===== src/rtl/mem_stage_if.sv =====
// Pipeline-side and memory-side signals of the MEM stage.
// The master modport is the mem_stage itself, which drives the memory request and the writeback.
// The slave modport is its environment: the EX/MEM register, the data memory and MEM/WB.
interface mem_stage_if;
   logic        in_valid;
   logic        in_ready;
   logic [31:0] in_addr;
   logic [31:0] in_store_data;
   logic [2:0]  in_funct3;
   logic        in_mem_read;
   logic        in_mem_write;
   logic [4:0]  in_rd;
   logic        in_load_regfile;
   logic [31:0] in_result;

   logic        data_mem_read;
   logic        data_mem_write;
   logic [31:0] data_mem_address;
   logic [31:0] data_mem_wdata;
   logic [3:0]  data_mem_mbe;
   logic        data_mem_resp;
   logic [31:0] data_mem_rdata;

   logic        wb_valid;
   logic [4:0]  wb_rd;
   logic        wb_load_regfile;
   logic [31:0] wb_data;
   logic        wb_misaligned;

   modport master (
      input  in_valid, in_addr, in_store_data, in_funct3, in_mem_read, in_mem_write,
      input  in_rd, in_load_regfile, in_result, data_mem_resp, data_mem_rdata,
      output in_ready, data_mem_read, data_mem_write, data_mem_address, data_mem_wdata,
      output data_mem_mbe, wb_valid, wb_rd, wb_load_regfile, wb_data, wb_misaligned
   );

   modport slave (
      output in_valid, in_addr, in_store_data, in_funct3, in_mem_read, in_mem_write,
      output in_rd, in_load_regfile, in_result, data_mem_resp, data_mem_rdata,
      input  in_ready, data_mem_read, data_mem_write, data_mem_address, data_mem_wdata,
      input  data_mem_mbe, wb_valid, wb_rd, wb_load_regfile, wb_data, wb_misaligned
   );
endinterface


===== src/rtl/mem_stage.sv =====
// RISC-V MEM stage: aligns and issues one data-memory access at a time, extracts and
// extends load data, and produces a one-cycle writeback pulse. Misaligned or illegal
// accesses never reach memory; they complete as a faulted writeback instead.
module mem_stage (
   input logic         clk,
   input logic         rst,
   mem_stage_if.master bus
);

   typedef enum logic [0:0] {StIdle, StAccess} state_e;

   state_e      state_q;
   logic        mem_read_q;
   logic        mem_write_q;
   logic [31:0] address_q;
   logic [31:0] wdata_q;
   logic [3:0]  mbe_q;
   logic [2:0]  funct3_q;
   logic [1:0]  lane_q;
   logic [4:0]  rd_q;
   logic        load_regfile_q;
   logic        wb_valid_q;
   logic [4:0]  wb_rd_q;
   logic        wb_load_regfile_q;
   logic [31:0] wb_data_q;
   logic        wb_misaligned_q;

   logic        is_mem;
   logic        legal;
   logic        aligned;
   logic        fault;
   logic [3:0]  req_mbe;
   logic [31:0] req_wdata;
   logic [7:0]  ld_byte;
   logic [15:0] ld_half;
   logic [31:0] load_data;

   // Decode the incoming access: legality, alignment, byte lanes and replicated store data.
   always_comb begin
      is_mem    = bus.in_mem_read | bus.in_mem_write;
      legal     = 1'b0;
      aligned   = 1'b1;
      req_mbe   = 4'b1111;
      req_wdata = bus.in_store_data;
      case (bus.in_funct3)
         3'b000: begin
            legal     = 1'b1;
            req_mbe   = 4'b0001 << bus.in_addr[1:0];
            req_wdata = {4{bus.in_store_data[7:0]}};
         end
         3'b001: begin
            legal     = 1'b1;
            aligned   = ~bus.in_addr[0];
            req_mbe   = 4'b0011 << bus.in_addr[1:0];
            req_wdata = {2{bus.in_store_data[15:0]}};
         end
         3'b010: begin
            legal   = 1'b1;
            aligned = (bus.in_addr[1:0] == 2'b00);
         end
         // lbu/lhu exist only as loads
         3'b100: legal = ~bus.in_mem_write;
         3'b101: begin
            legal   = ~bus.in_mem_write;
            aligned = ~bus.in_addr[0];
         end
         default: legal = 1'b0;
      endcase
      // Loads always fetch the whole word; lane selection happens on the way back.
      if (!bus.in_mem_write) begin
         req_mbe = 4'b1111;
      end
      fault = ~legal | ~aligned | (bus.in_mem_read & bus.in_mem_write);
   end

   // Pick the addressed byte/half of the returned word and extend it.
   always_comb begin
      case (lane_q)
         2'd0:    ld_byte = bus.data_mem_rdata[7:0];
         2'd1:    ld_byte = bus.data_mem_rdata[15:8];
         2'd2:    ld_byte = bus.data_mem_rdata[23:16];
         default: ld_byte = bus.data_mem_rdata[31:24];
      endcase
      ld_half = lane_q[1] ? bus.data_mem_rdata[31:16] : bus.data_mem_rdata[15:0];
      case (funct3_q)
         3'b000:  load_data = {{24{ld_byte[7]}}, ld_byte};
         3'b100:  load_data = {24'b0, ld_byte};
         3'b001:  load_data = {{16{ld_half[15]}}, ld_half};
         3'b101:  load_data = {16'b0, ld_half};
         default: load_data = bus.data_mem_rdata;
      endcase
   end

   // FSM with registered request and writeback outputs.
   always_ff @(posedge clk) begin
      if (!rst) begin
         state_q           <= StIdle;
         mem_read_q        <= 1'b0;
         mem_write_q       <= 1'b0;
         address_q         <= '0;
         wdata_q           <= '0;
         mbe_q             <= '0;
         funct3_q          <= '0;
         lane_q            <= '0;
         rd_q              <= '0;
         load_regfile_q    <= 1'b0;
         wb_valid_q        <= 1'b0;
         wb_rd_q           <= '0;
         wb_load_regfile_q <= 1'b0;
         wb_data_q         <= '0;
         wb_misaligned_q   <= 1'b0;
      end else begin
         wb_valid_q <= 1'b0;
         case (state_q)
            StIdle: begin
               if (bus.in_valid) begin
                  if (!is_mem) begin
                     wb_valid_q        <= 1'b1;
                     wb_rd_q           <= bus.in_rd;
                     wb_load_regfile_q <= bus.in_load_regfile;
                     wb_data_q         <= bus.in_result;
                     wb_misaligned_q   <= 1'b0;
                  end else if (fault) begin
                     wb_valid_q        <= 1'b1;
                     wb_rd_q           <= bus.in_rd;
                     wb_load_regfile_q <= 1'b0;
                     wb_data_q         <= '0;
                     wb_misaligned_q   <= 1'b1;
                  end else begin
                     state_q        <= StAccess;
                     mem_read_q     <= bus.in_mem_read;
                     mem_write_q    <= bus.in_mem_write;
                     address_q      <= {bus.in_addr[31:2], 2'b00};
                     wdata_q        <= req_wdata;
                     mbe_q          <= req_mbe;
                     funct3_q       <= bus.in_funct3;
                     lane_q         <= bus.in_addr[1:0];
                     rd_q           <= bus.in_rd;
                     load_regfile_q <= bus.in_mem_read & bus.in_load_regfile;
                  end
               end
            end
            StAccess: begin
               if (bus.data_mem_resp) begin
                  state_q           <= StIdle;
                  mem_read_q        <= 1'b0;
                  mem_write_q       <= 1'b0;
                  wb_valid_q        <= 1'b1;
                  wb_rd_q           <= rd_q;
                  wb_load_regfile_q <= load_regfile_q;
                  wb_data_q         <= mem_read_q ? load_data : 32'b0;
                  wb_misaligned_q   <= 1'b0;
               end
            end
            default: state_q <= StIdle;
         endcase
      end
   end

   assign bus.in_ready         = (state_q == StIdle);
   assign bus.data_mem_read    = mem_read_q;
   assign bus.data_mem_write   = mem_write_q;
   assign bus.data_mem_address = address_q;
   assign bus.data_mem_wdata   = wdata_q;
   assign bus.data_mem_mbe     = mbe_q;
   assign bus.wb_valid         = wb_valid_q;
   assign bus.wb_rd            = wb_rd_q;
   assign bus.wb_load_regfile  = wb_load_regfile_q;
   assign bus.wb_data          = wb_data_q;
   assign bus.wb_misaligned    = wb_misaligned_q;

endmodule


===== src/flat_wrapper.sv =====
// flat-port wrapper written by rule: the top's interface ports become plain ports
module mem_stage_flat 
  (clk, rst, bus_in_valid, bus_in_addr, bus_in_store_data, bus_in_funct3, bus_in_mem_read, bus_in_mem_write, bus_in_rd, bus_in_load_regfile, bus_in_result, bus_data_mem_resp, bus_data_mem_rdata, bus_in_ready, bus_data_mem_read, bus_data_mem_write, bus_data_mem_address, bus_data_mem_wdata, bus_data_mem_mbe, bus_wb_valid, bus_wb_rd, bus_wb_load_regfile, bus_wb_data, bus_wb_misaligned);
  mem_stage_if bus_i ();
  input logic clk;
  input logic rst;
  input wire logic [$bits(bus_i.in_valid)-1:0] bus_in_valid;
  input wire logic [$bits(bus_i.in_addr)-1:0] bus_in_addr;
  input wire logic [$bits(bus_i.in_store_data)-1:0] bus_in_store_data;
  input wire logic [$bits(bus_i.in_funct3)-1:0] bus_in_funct3;
  input wire logic [$bits(bus_i.in_mem_read)-1:0] bus_in_mem_read;
  input wire logic [$bits(bus_i.in_mem_write)-1:0] bus_in_mem_write;
  input wire logic [$bits(bus_i.in_rd)-1:0] bus_in_rd;
  input wire logic [$bits(bus_i.in_load_regfile)-1:0] bus_in_load_regfile;
  input wire logic [$bits(bus_i.in_result)-1:0] bus_in_result;
  input wire logic [$bits(bus_i.data_mem_resp)-1:0] bus_data_mem_resp;
  input wire logic [$bits(bus_i.data_mem_rdata)-1:0] bus_data_mem_rdata;
  output wire logic [$bits(bus_i.in_ready)-1:0] bus_in_ready;
  output wire logic [$bits(bus_i.data_mem_read)-1:0] bus_data_mem_read;
  output wire logic [$bits(bus_i.data_mem_write)-1:0] bus_data_mem_write;
  output wire logic [$bits(bus_i.data_mem_address)-1:0] bus_data_mem_address;
  output wire logic [$bits(bus_i.data_mem_wdata)-1:0] bus_data_mem_wdata;
  output wire logic [$bits(bus_i.data_mem_mbe)-1:0] bus_data_mem_mbe;
  output wire logic [$bits(bus_i.wb_valid)-1:0] bus_wb_valid;
  output wire logic [$bits(bus_i.wb_rd)-1:0] bus_wb_rd;
  output wire logic [$bits(bus_i.wb_load_regfile)-1:0] bus_wb_load_regfile;
  output wire logic [$bits(bus_i.wb_data)-1:0] bus_wb_data;
  output wire logic [$bits(bus_i.wb_misaligned)-1:0] bus_wb_misaligned;
  assign bus_i.in_valid = bus_in_valid;
  assign bus_i.in_addr = bus_in_addr;
  assign bus_i.in_store_data = bus_in_store_data;
  assign bus_i.in_funct3 = bus_in_funct3;
  assign bus_i.in_mem_read = bus_in_mem_read;
  assign bus_i.in_mem_write = bus_in_mem_write;
  assign bus_i.in_rd = bus_in_rd;
  assign bus_i.in_load_regfile = bus_in_load_regfile;
  assign bus_i.in_result = bus_in_result;
  assign bus_i.data_mem_resp = bus_data_mem_resp;
  assign bus_i.data_mem_rdata = bus_data_mem_rdata;
  assign bus_in_ready = bus_i.in_ready;
  assign bus_data_mem_read = bus_i.data_mem_read;
  assign bus_data_mem_write = bus_i.data_mem_write;
  assign bus_data_mem_address = bus_i.data_mem_address;
  assign bus_data_mem_wdata = bus_i.data_mem_wdata;
  assign bus_data_mem_mbe = bus_i.data_mem_mbe;
  assign bus_wb_valid = bus_i.wb_valid;
  assign bus_wb_rd = bus_i.wb_rd;
  assign bus_wb_load_regfile = bus_i.wb_load_regfile;
  assign bus_wb_data = bus_i.wb_data;
  assign bus_wb_misaligned = bus_i.wb_misaligned;
  mem_stage u_core (.clk(clk), .rst(rst), .bus(bus_i));
endmodule

===== config.mk =====
export PLATFORM = sky130hd
export DESIGN_NAME = mem_stage_flat
export DESIGN_NICKNAME = d
export VERILOG_FILES = /design/src/rtl/mem_stage_if.sv /design/src/rtl/mem_stage.sv /design/src/flat_wrapper.sv
export SDC_FILE = /design/constraint.sdc
export NUM_CORES = 1
export LEC_CHECK = 0
export ABC_AREA = 1
export CAP_MARGIN = 20
export CELL_PAD_IN_SITES_DETAIL_PLACEMENT = 0
export CELL_PAD_IN_SITES_GLOBAL_PLACEMENT = 1
export CORE_UTILIZATION = 26
export DETAILED_ROUTE_END_ITERATION = 8
export PLACE_DENSITY_LB_ADDON = 0.1
export SLEW_MARGIN = 25
export SYNTH_ARGS = -nofsm -noshare
export SYNTH_HDL_FRONTEND = slang
export SYNTH_SLANG_ARGS = --single-unit

===== constraint.sdc =====
create_clock -name clk -period 1.54 [get_ports clk]
set_clock_uncertainty 0.1 [all_clocks]
set_input_delay 0.308 -clock clk [delete_from_list [all_inputs] [get_ports clk]]
set_output_delay 0.308 -clock clk [all_outputs]
set_load 0.02 [all_outputs]

==> flow_metrics.env <==
export IMPL_drc=0
export IMPL_nets=1266
export IMPL_hpwl_mm=15.2
export IMPL_regToRegEndpoint="u_core.bus.wb_data[12]"
export IMPL_synth_largest_type_area_fraction_pct=42.2
export IMPL_track_usage_pct=19.2
export IMPL_powerDensity_nw_per_um2=977
export IMPL_antenna_found_initial=0
export IMPL_avgRoutedWirePerCell_um=15.6
export IMPL_core_area_sq_um=21200
export IMPL_drive_above_1_share_pct=16.7
export IMPL_clkLatencyLatePin_ps=420
export IMPL_r2r_setup_slack_ps=100
export IMPL_synth_distinct_cells=27
export IMPL_grt_remaining_overflow=0
export IMPL_hold_slack_ps=86.8
export IMPL_synth_most_common_cell="nor2_1"
export IMPL_startpoint="u_core.bus.data_mem_wdata[15]"
export IMPL_max_cap_violations=0
export IMPL_path_buf_inv=1
export IMPL_postCtsHoldBufs=0
export IMPL_final_period_utilization_pct=98.2
export IMPL_diodes=0
export IMPL_status="finished, final reports clean"
export IMPL_synth_common_cells="nor2_1, nand2_1, o21ai_0, dfxtp_1, a21oi_1"
export IMPL_clkTransAtPathRegs_ps=60
export IMPL_crit_chain="dlygate4sd2_1"
export IMPL_power_frac_clock_pct=44.0
export IMPL_cts_sinks=120
export IMPL_cts_buffer_depth=2
export IMPL_rr_worst_depth=9
export IMPL_worstPathArrival_ps=1100
export IMPL_die_h_um=150
export IMPL_ios=254
export IMPL_pre_cts_ws_ps=-612
export IMPL_synthArstFlopShare_pct=0
export IMPL_synth_flop_cell="dfxtp_1"
export IMPL_ys_seq_area_share_pct=42.2
export IMPL_grt_pass1_wl_mm=33.1
export IMPL_post_route_min_period_ps=1510
export IMPL_tns_ps=0
export IMPL_vias=6324
export IMPL_syn_area_per_cell_sq_um=6.91
export IMPL_critPathTopFamily="buffers and inverters"
export IMPL_fin_ws_ps=28.4
export IMPL_synth_seq_cells=120
export IMPL_die_x_um=150
export IMPL_initial_core_util_pct=26.8
export IMPL_numCtsBuffers=17
export IMPL_drtIter0Drc=213
export IMPL_place_gp_congestion=0.784
export IMPL_cts_root_buffer="clkbuf_16"
export IMPL_max_freq_mhz=662
export IMPL_hp_class="primary input to flip-flop"
export IMPL_sw_frac_of_total_pct=28.7
export IMPL_cp_start_kind="flip-flop"
export IMPL_htree_levels=4
export IMPL_cp_max_fo=2
export IMPL_p_comb_share_pct=20.7
export IMPL_final_setup_viol_count=0
export IMPL_grt_pass1_vias=6181
export IMPL_regArea_sq_um=2410
export IMPL_hp_start="bus_in_mem_write"
export IMPL_required_ps=1130
export IMPL_drtAntennaViolNets=0
export IMPL_timing_critical_path_slowest_cell_delay_ps=370
export IMPL_multi_input_area_sq_um=2980
export IMPL_cp_end_kind="output port"
export IMPL_synth_area_sq_um=5690
export IMPL_r2r_start="u_core.state_q"
export IMPL_hold_depth=3
export IMPL_num_rows=53
export IMPL_synth_area_leaders="dfxtp_1, o21ai_0, nor2_1"
export IMPL_yosysTopAreaCell="dfxtp_1"
export IMPL_switchingPower_mw=2.75
export IMPL_grt_max_degree=35
export IMPL_placed_cells=1366
export IMPL_viasPerCell=4.48
export IMPL_p_int_mw=6.85
export IMPL_synth_cells=824
export IMPL_syn_to_final_growth_pct=72.6
export IMPL_p_leak_nw=4.28
export IMPL_rsz0062_at_grt="yes"
export IMPL_tritoncts="done"
export IMPL_stdcell_count=1411
export IMPL_hold_end="u_core.bus.data_mem_write"
export IMPL_maxSlewViolCount=0
export IMPL_p_seq_share_pct=35.3
export IMPL_vdd_drop_max_mv=0.782
export IMPL_drt_pass1_iter_count=4
export IMPL_hold_viol_final=0
export IMPL_port_buffers=251
export IMPL_dieArea_sq_um=22500
export IMPL_fillers=2220
export IMPL_slowest_stage="dlygate4sd2_1"
export IMPL_finalWirelength_mm=22.0
export IMPL_yosys_warnings=0
export IMPL_synth_edf_count=0
export IMPL_criticalPathCategory="flip-flop to output port"
kinds of logic after synthesis:
logic type,count (synthesis),share of synthesized area [%]
simple gates,341,23.7
flops,120,42.2
other cells,1,0.0659
mux,16,2.81
compound gates,247,23.1
buf+inv,99,8.15
layer usage:
layer / share of wire (%) / track usage [%] / wire, um
met5: 0 / 0 / 0
met4: 1.5 / 6.72 / 324
met3: 6.9 / 5.46 / 1520
met2: 47 / 31.5 / 10300
met1: 45 / 23.9 / 9860
cell usage in the layout (no fill, tap or decap), drive strengths merged, types with 3 or more instances in the layout:
| cell type | netlist | final |
|---|---|---|
| nor2 | 169 | 169 |
| nand2 | 141 | 142 |
| o21ai | 141 | 141 |
| clkdlybuf4s50 | 0 | 134 |
| dfxtp | 120 | 120 |
| buf | 33 | 84 |
| a21oi | 81 | 81 |
| clkdlybuf4s15 | 0 | 58 |
| inv | 39 | 45 |
| dlygate4sd2 | 0 | 40 |
| clkbuf | 26 | 38 |
| nand3 | 28 | 28 |
| o21bai | 24 | 24 |
| mux2i | 16 | 16 |
| clkinv | 1 | 6 |
| bufinv | 0 | 3 |
registers in the layout, summed over array words and instances, names as in the netlist:
name and count:
u_core.bus.data_mem_address 30, u_core.bus.data_mem_mbe 4, u_core.bus.data_mem_read 1, u_core.bus.data_mem_wdata 32
u_core.bus.data_mem_write 1, u_core.bus.wb_data 32, u_core.bus.wb_load_regfile 1, u_core.bus.wb_misaligned 1
u_core.bus.wb_rd 5, u_core.bus.wb_valid 1, u_core.funct3_q 3, u_core.lane_q 2
u_core.load_regfile_q 1, u_core.rd_q 5, u_core.state_q 1
cell type report:
type / count / share of cell area, %
Clock buffer: 17 / 4.33
Timing Repair Buffer: 337 / 33.8
Inverter: 40 / 1.55
Sequential cell: 120 / 24.5
Multi-Input combinational cell: 607 / 30.3
Clock inverter: 15 / 1.92
Tap cell: 275 / 3.50
metrics by stage:
stage | cell area (sq um) | power [mW] | util, %
floorplan | 5700 | 4.33 | -
global placement | 8930 | 5.40 | 42.1
detailed placement | 8930 | 5.40 | 42.1
CTS | 9590 | 9.61 | 45.2
global route | 9830 | 10.0 | 46.3
finish | 9830 | 9.60 | 46.3
worst max path at each step:
stage               slack [ps]                             to  depth (start not counted)
floorplan                   40  u_core.bus.data_mem_wdata[12]                          9
global placement          -610     u_core.bus.data_mem_mbe[0]                          9
detailed placement        -610   u_core.bus.data_mem_wdata[0]                         10
CTS                        0.2         bus_data_mem_wdata[25]                          1
global route               -20         u_core.bus.wb_data[18]                          9
finish                      30         bus_data_mem_wdata[15]                          1
power by group through the flow:
stage / Clock (mW) / Combinational (mW) / Sequential (mW)
after floorplan: 0 / 0.671 / 3.65
after global placement: 0 / 1.95 / 3.45
after detailed placement: 0 / 1.95 / 3.45
after CTS: 4.34 / 1.89 / 3.38
after global routing: 4.46 / 2.17 / 3.41
final: 4.23 / 1.99 / 3.39
repair_timing:
action                     in CTS  in global routing
setup buffers                   3                  2
gates resized for setup       151                140
setup endpoints to repair     228                172
gates cloned                    4                  5
pin swaps                       4                 15
No activity file was read; power rests on OpenSTA's default activity.
